<file path="config.mk">
export PLATFORM = sky130hd
export DESIGN_NAME = ch1_sweep_freq
export DESIGN_NICKNAME = d
export VERILOG_FILES = /design/src/rtl/ch1_sweep_freq.sv
export SDC_FILE = /design/constraint.sdc
export NUM_CORES = 1
export LEC_CHECK = 0
export ABC_CLOCK_PERIOD_IN_PS = 2700
export CAP_MARGIN = 20
export CORE_MARGIN = 10
export CORE_UTILIZATION = 35
export DETAILED_ROUTE_END_ITERATION = 6
export GPL_ROUTABILITY_DRIVEN = 0
export PLACE_DENSITY = 0.64
export SLEW_MARGIN = 20
export SYNTH_ARGS = -nofsm -noshare
export SYNTH_HDL_FRONTEND = slang
export SYNTH_SLANG_ARGS = --single-unit
export TNS_END_PERCENT = 30
</file>
<file path="constraint.sdc">
create_clock -name ajer_2mhz -period 2.7 [get_ports ajer_2mhz]
set_input_delay 0.405 -clock ajer_2mhz [delete_from_list [all_inputs] [get_ports ajer_2mhz]]
set_output_delay 0.405 -clock ajer_2mhz [all_outputs]
set_load 0.05 [all_outputs]
</file>
<file path="src/rtl/ch1_sweep_freq.sv">
// Square channel 1 frequency back end: CPU frequency register, sweep shadow
// shift with add/subtract update and overflow flag, plus the duty-step timer.
module ch1_sweep_freq #(
  parameter int FREQ_W = 11
) (
  input  logic              ajer_2mhz,
  input  logic              apu_reset,
  input  logic [7:0]        d,
  input  logic              apu_wr,
  input  logic              ff13,
  input  logic              ff14,
  input  logic              ch1_restart,
  input  logic              ch1_ld_shift,
  input  logic              ch1_shift_clk,
  input  logic              ch1_freq_upd,
  input  logic              nff10_d3,
  input  logic              freq_tick,
  output logic [FREQ_W-1:0] freq,
  output logic              ch1_duty_clk,
  output logic              ch1_sweep_ovf
);

  logic [FREQ_W-1:0] r_freq;
  logic [FREQ_W-1:0] r_shadow;
  logic [FREQ_W-1:0] r_timer;
  logic              r_duty_clk;
  logic              r_sweep_ovf;

  logic [FREQ_W:0]   w_sum;
  logic              w_add_ovf;
  logic              w_cpu_wr;
  logic              w_timer_max;
  logic [FREQ_W-1:0] w_sweep_freq;

  assign w_sum       = {1'b0, r_freq} + {1'b0, r_shadow};
  assign w_add_ovf   = w_sum[FREQ_W];
  assign w_cpu_wr    = apu_wr && (ff13 || ff14);
  assign w_timer_max = &r_timer;

  // Overflowing add and borrowing subtract both leave the frequency untouched.
  always_comb begin
    w_sweep_freq = r_freq;
    if (nff10_d3) begin
      if (!w_add_ovf) begin
        w_sweep_freq = w_sum[FREQ_W-1:0];
      end
    end else if (r_freq >= r_shadow) begin
      w_sweep_freq = r_freq - r_shadow;
    end
  end

  // A CPU write in the same cycle as a sweep update wins; the update is dropped.
  always_ff @(posedge ajer_2mhz or posedge apu_reset) begin
    if (apu_reset) begin
      r_freq <= '0;
    end else if (w_cpu_wr) begin
      if (ff13) begin
        r_freq[7:0] <= d;
      end
      if (ff14) begin
        r_freq[FREQ_W-1:8] <= d[FREQ_W-9:0];
      end
    end else if (ch1_freq_upd) begin
      r_freq <= w_sweep_freq;
    end
  end

  always_ff @(posedge ajer_2mhz or posedge apu_reset) begin
    if (apu_reset) begin
      r_shadow <= '0;
    end else if (ch1_ld_shift) begin
      r_shadow <= r_freq;
    end else if (ch1_shift_clk) begin
      r_shadow <= {1'b0, r_shadow[FREQ_W-1:1]};
    end
  end

  // Set beats restart so a coinciding overflow still reaches channel1.
  always_ff @(posedge ajer_2mhz or posedge apu_reset) begin
    if (apu_reset) begin
      r_sweep_ovf <= 1'b0;
    end else if (ch1_freq_upd && nff10_d3 && w_add_ovf) begin
      r_sweep_ovf <= 1'b1;
    end else if (ch1_restart) begin
      r_sweep_ovf <= 1'b0;
    end
  end

  always_ff @(posedge ajer_2mhz or posedge apu_reset) begin
    if (apu_reset) begin
      r_timer    <= '0;
      r_duty_clk <= 1'b0;
    end else if (ch1_restart) begin
      r_timer    <= r_freq;
      r_duty_clk <= 1'b0;
    end else if (freq_tick) begin
      if (w_timer_max) begin
        r_timer    <= r_freq;
        r_duty_clk <= 1'b1;
      end else begin
        r_timer    <= r_timer + 1'b1;
        r_duty_clk <= 1'b0;
      end
    end else begin
      r_duty_clk <= 1'b0;
    end
  end

  assign freq          = r_freq;
  assign ch1_duty_clk  = r_duty_clk;
  assign ch1_sweep_ovf = r_sweep_ovf;

endmodule

</file>
* After elaboration in Yosys (flattened, before gate mapping)
Cells that the tools add are included.
** Storage, ports and cells
- Bits in registers :: 35
- Input port bits :: 19
** Operators by class
- Add/subtract/negate cells :: 3
- $lt $le $gt $ge :: 1
- Equal/unequal tests :: 3
- Multiplexer cells :: 17
- Reduce and logical (&&, ||, !) cells :: 12
** Operators with widths (number)
- $mux 11 :: 10
- $add 11x11->12 :: 1
- $add 11x1->11 const B :: 1
- $ge 11x11->1 :: 1
- $reduce_and 11->1 :: 1
- $sub 11x11->11 :: 1
- $mux 8 :: 1
- $reduce_and 4->1 :: 2
- $reduce_bool 2->1 :: 4
- $mux 1 :: 5
- $ne 2x2->1 const B :: 2
- $logic_and 1x1->1 :: 3
- $mux 3 :: 1
- $ne 3x2->1 const B :: 1
- $reduce_bool 3->1 :: 1
- $logic_or 1x1->1 :: 1

* Logic depth before layout (Yosys ltp)
- Depth after elaboration :: 5
- Depth in mapped cells :: 10

* Least setup slack after synthesis
Ideal clock, no wire load.
- Path kind :: register to register
- Start point :: reg r_freq[8], in the netlist freq[8]
- End point :: reg r_freq[0], in the netlist freq[0]
- Library setup time :: 0.126 ns
- Arrival time :: 2.566 ns
- Setup slack :: 0.008 ns
- Stages on the path, launching flop included :: 10
- Path buffers :: 2
- Path through :: dfrtp_1 > ha_1 > buf_2 > inv_1 > a21oi_1 > o31ai_1 > a2111oi_4 > or2_1 > buf_6 > a221o_1
** On the way
- Word-level cells in the longest chain between the ends :: 3
- Elaborated cells between the ends (all ways) :: 5
- Those cells by class :: 1 x add/sub; 1 x order compare; 1 x eq/ne; 2 x reduce/logical
** RTL lines
- start, declared :: line 23 : logic [FREQ_W-1:0] r_freq;
- start signal, assigned by index :: line 61 : r_freq[FREQ_W-1:8] <= d[FREQ_W-9:0];
- start signal, assigned :: line 64 : r_freq <= w_sweep_freq;
- $add 11x11->12 or $ge 11x11->1 (tied branches) :: line 35, 47
- $ne 3x2->1 (no line) or $reduce_bool 3->1 (tied branches)
- $reduce_and 4->1 (no line) *
Every way passes the cells marked *; elsewhere a longest branch is shown, timed or not.
A chain may end at the register's enable or synchronous reset.

* Worst setup path in the final report
- Start point :: reg r_shadow[0]
- End point :: reg r_freq[0], in the netlist freq[0]
** On the way
- Word-level cells in the longest chain between the ends :: 5
- Elaborated cells between the ends (all ways) :: 11
- Those cells by class :: 2 x add/sub; 1 x order compare; 1 x eq/ne; 5 x mux; 2 x reduce/logical
** RTL lines
- start, declared :: line 24 : logic [FREQ_W-1:0] r_shadow;
- start signal, assigned :: line 72 : r_shadow <= r_freq;
- start signal, assigned :: line 74 : r_shadow <= {1'b0, r_shadow[FREQ_W-1:1]};
- $sub 11x11->11 or $add 11x11->12 (tied branches) :: line 48, 35
- $mux 11, on equally long branches :: line 47, 44
- $mux 11 :: line 43 : if (nff10_d3) begin
- $mux 11 :: line 63 : end else if (ch1_freq_upd) begin
- $mux 11 :: line 56 : end else if (w_cpu_wr) begin
Parallel ways exist; a longest one is shown, timed or not. The select of a mux whose other input is x is not followed.

==> metrics.md <==
| Metric | Value |
|---|---|
| Cells along the critical path | `buf_4 -> ha_1 -> nand3_1 -> nor3_1 -> buf_4 -> nor4b_4 -> a2111oi_4 -> buf_4 -> or2_4 -> a221o_1` |
| Vias in the first global route | `2807` |
| Finished Cell Area | `3770 um2` |
| Pre-antenna DRT Iters | `4` |
| Met2 WL | `4470 um` |
| Clock Latency Late Sink | `0.29 ns` |
| GR Overflow Total | `0` |
| Reg-to-reg endpoint | `freq[0]` |
| CP Data Required Time | `2.86 ns` |
| Post-DP Area | `3620 um2` |
| WS Path Type | `flip-flop to flip-flop` |
| WP buf/inv | `3` |
| CTS tree | `yes` |
| Max-slew violation count | `0` |
| Area grow syn2layout | `29.0%` |
| H-Tree Depth | `2` |
| Commonest non-fill, non-tap cell in the layout | `buf_4` |
| Sequential element share of the synthesized area | `30.0%` |
| Final Skew | `0.00762 ns` |
| Hold Violations, Final | `0` |
| Delay-heaviest family, CP | `simple AND/OR/NAND/NOR gates` |
| Max cap viols | `0` |
| Syn_nets | `393` |
| Worst reg2reg setup slack | `0.11 ns` |
| Setup violations, final | `0` |
| Routed via count | `2859` |
| Area of the mapped netlist | `2920 um2` |
| Netlist cell types | `63` |
| HP Class | `flip-flop to flip-flop` |
| Critical R2R Launch | `r_shadow[0]` |
| Post-DR vias/cell | `5.47` |
| DR WL/cell | `16.8 um` |
| Status | `complete, no violations` |
| Filler cells | `785` |
| Critical path peak fanout | `10` |
| Setup Total Neg Slack | `0 ns` |
| CP max stage delay | `0.42 ns` |
| CTS clk-pin slew, worst paths | `0.07 ns` |
| Synth Warn # | `0` |
| Critical Path Stages | `10` |
| Post-layout util | `46.1%` |
| Die height | `111 um` |
| DRC errors left | `0` |
| FFs w/ async S/R, synth | `100%` |
| Most frequent cells in the layout | `48 x buf_4, 35 x dfrtp_1, 31 x clkdlybuf4s50_1` |
| Hold Path Origin | `r_timer[5]` |
| M1 wire length | `3950 um` |
| Number of synthesized flops with an enable pin | `0` |
| Die area | `12400 um2` |
| CP most frequent cell | `buf_4` |
| Met3 wire len | `300 um` |
| Diode count | `0` |
| CP endpoint kind | `flip-flop` |
| Prevailing post-synth register cell | `dfrtp_1` |
| Ratio of cells with drive above 1 in the final layout | `17.2%` |
| I/O pin count | `32` |
| DP HPWL | `7060 um` |
| Tcrit/Tclk final | `96.0%` |
| NumNets Final | `461` |
| Row cnt | `33` |
| Deepest clock path buffer count | `2` |
| Post-layout min period | `2.59 ns` |
| Total track usage | `13.8%` |
| Worst VDD drop | `308 uV` |
| Leak Pwr | `0.00166 uW` |
| Core Area | `8180 um2` |
| Max Clk Rate | `0.386 GHz` |
| Total power | `4700 uW` |
| First-pass GRT wire length | `14500 um` |
| PwrDens | `1250 nW/um2` |
| Initial antenna violation count | `0` |
| Yosys reg bits | `35` |
| CTS Buf Count | `5` |
| Routed Antenna Nets | `0` |
| Port buffer count | `31` |
| CP startpoint kind | `flip-flop` |
| Worst r2r path cells | `10` |
| Uppermost layer routed | `met4` |
| Gate Count Post-Synth | `349` |
| Initial Utilization | `35.7%` |
| CP Capture Point | `freq[0]` |
| Max stage delay cell, worst path | `dfrtp_1` |
| Root Driver | `clkbuf_8` |
| Chip width | `111 um` |
| Pin count of the biggest net entering global routing | `36` |
| Fin Hold WS | `0.491 ns` |
| Avg Cell Area, Syn | `8.36 um2` |
| Slew Limit Headroom | `56.7%` |
| CTS sink count | `35` |
| CP Launch Point | `r_shadow[0]` |
| Iter 0 DRT Violations | `170` |
| RSZ-0062 raised after global routing | `true` |
| DRT Wirelength | `8800 um` |
| Actual slew at the worst max-slew pin | `0.647 ns` |
| Data arrival, critical path | `2.76 ns` |
==> registers in the layout, summed over array words and instances (netlist names) <==
name           count
ch1_sweep_ovf      1
r_shadow          11
r_timer           11
ch1_duty_clk       1
freq              11
==> cells in the mapped netlist, drive strengths merged (2+ instances only) <==
cell type	instances	area, um2
inv	29	109
nand2b	3	18.8
a211oi	12	95.1
a31oi	7	50.1
a221o	3	30.0
nor2	30	113
o31ai	3	22.5
xnor2	6	52.6
o21ai	26	138
nor2b	4	25.0
ha	23	288
o2bb2ai	2	17.5
nor3b	2	20.0
fa	2	40.0
and3	4	25.0
nand3	8	40.0
buf	10	58.8
o211ai	5	37.5
o311ai	5	51.3
a21o	4	30.0
clkbuf	8	30.0
mux2i	12	120
nand4	5	31.3
xor2	2	17.5
a221oi	3	26.3
o21a	4	30.0
or2	4	25.0
a21oi	22	110
nor3	16	80.1
a311oi	2	17.5
dfrtp	35	876
a22oi	2	15.0
nand2	27	101
==> per-stage QoR <==
step                cells  setup WS, ns
floorplan             349       0.00827
CTS                   521        0.0318
finish                523         0.107
detailed placement    513       -0.0108
global route          523       -0.0375
global placement      513        0.0791
==> layout make-up <==
type                    count  area (um2)  area share [%]
inverters                  29         109            2.89
well taps                 105         131            3.49
clock inverters             1        7.51           0.199
repair buffers             79         671            17.8
flip-flops and latches     35         876            23.3
clock buffers               7        96.3            2.56
multi-input cells         267        1880            49.8
==> repair_timing <==
item,CTS,global route
hold buffers,0,0
pin swaps,0,2
setup endpoints to repair,1,10
resized for setup,1,4
buffers inserted,0,2
==> report_power, final <==
group | internal [uW] | leakage (uW) | switching (uW)
Sequential | 737 | 0.000412 | 186
Combinational | 1450 | 0.00120 | 1900
Clock | 232 | 0.0000505 | 199
Total | 2420 | 0.00166 | 2290
==> metal layers <==
layer	vias to the layer above	track usage, %
met2	67	24.2
met3	6	1.68
li1	1409	-
met5	-	0
met1	1377	17.3
met4	0	3.51
==> logic make-up (layout without fill, tap and decap cells) <==
| kind of cell | after synthesis | count (layout) | synth area share [%] |
|---|---|---|---|
| fa+ha+maj | 25 | 25 | 11.2 |
| simple gates | 111 | 111 | 18.7 |
| flops | 35 | 35 | 30.0 |
| mux | 12 | 12 | 4.12 |
| xor+xnor | 8 | 8 | 2.40 |
| compound gates | 111 | 111 | 26.8 |
| buf+inv | 47 | 116 | 6.77 |
==> how the worst min path moves through the flow <==
stage | slack [ns] | to | cells after the start
after floorplan | 0.45 | r_timer[5] | 1
after global placement | 0.47 | r_timer[5] | 1
after detailed placement | 0.47 | r_timer[5] | 1
after CTS | 0.49 | r_timer[5] | 1
after global routing | 0.52 | r_timer[5] | 1
final | 0.49 | r_timer[5] | 1
(Power assumes the default switching activity.)
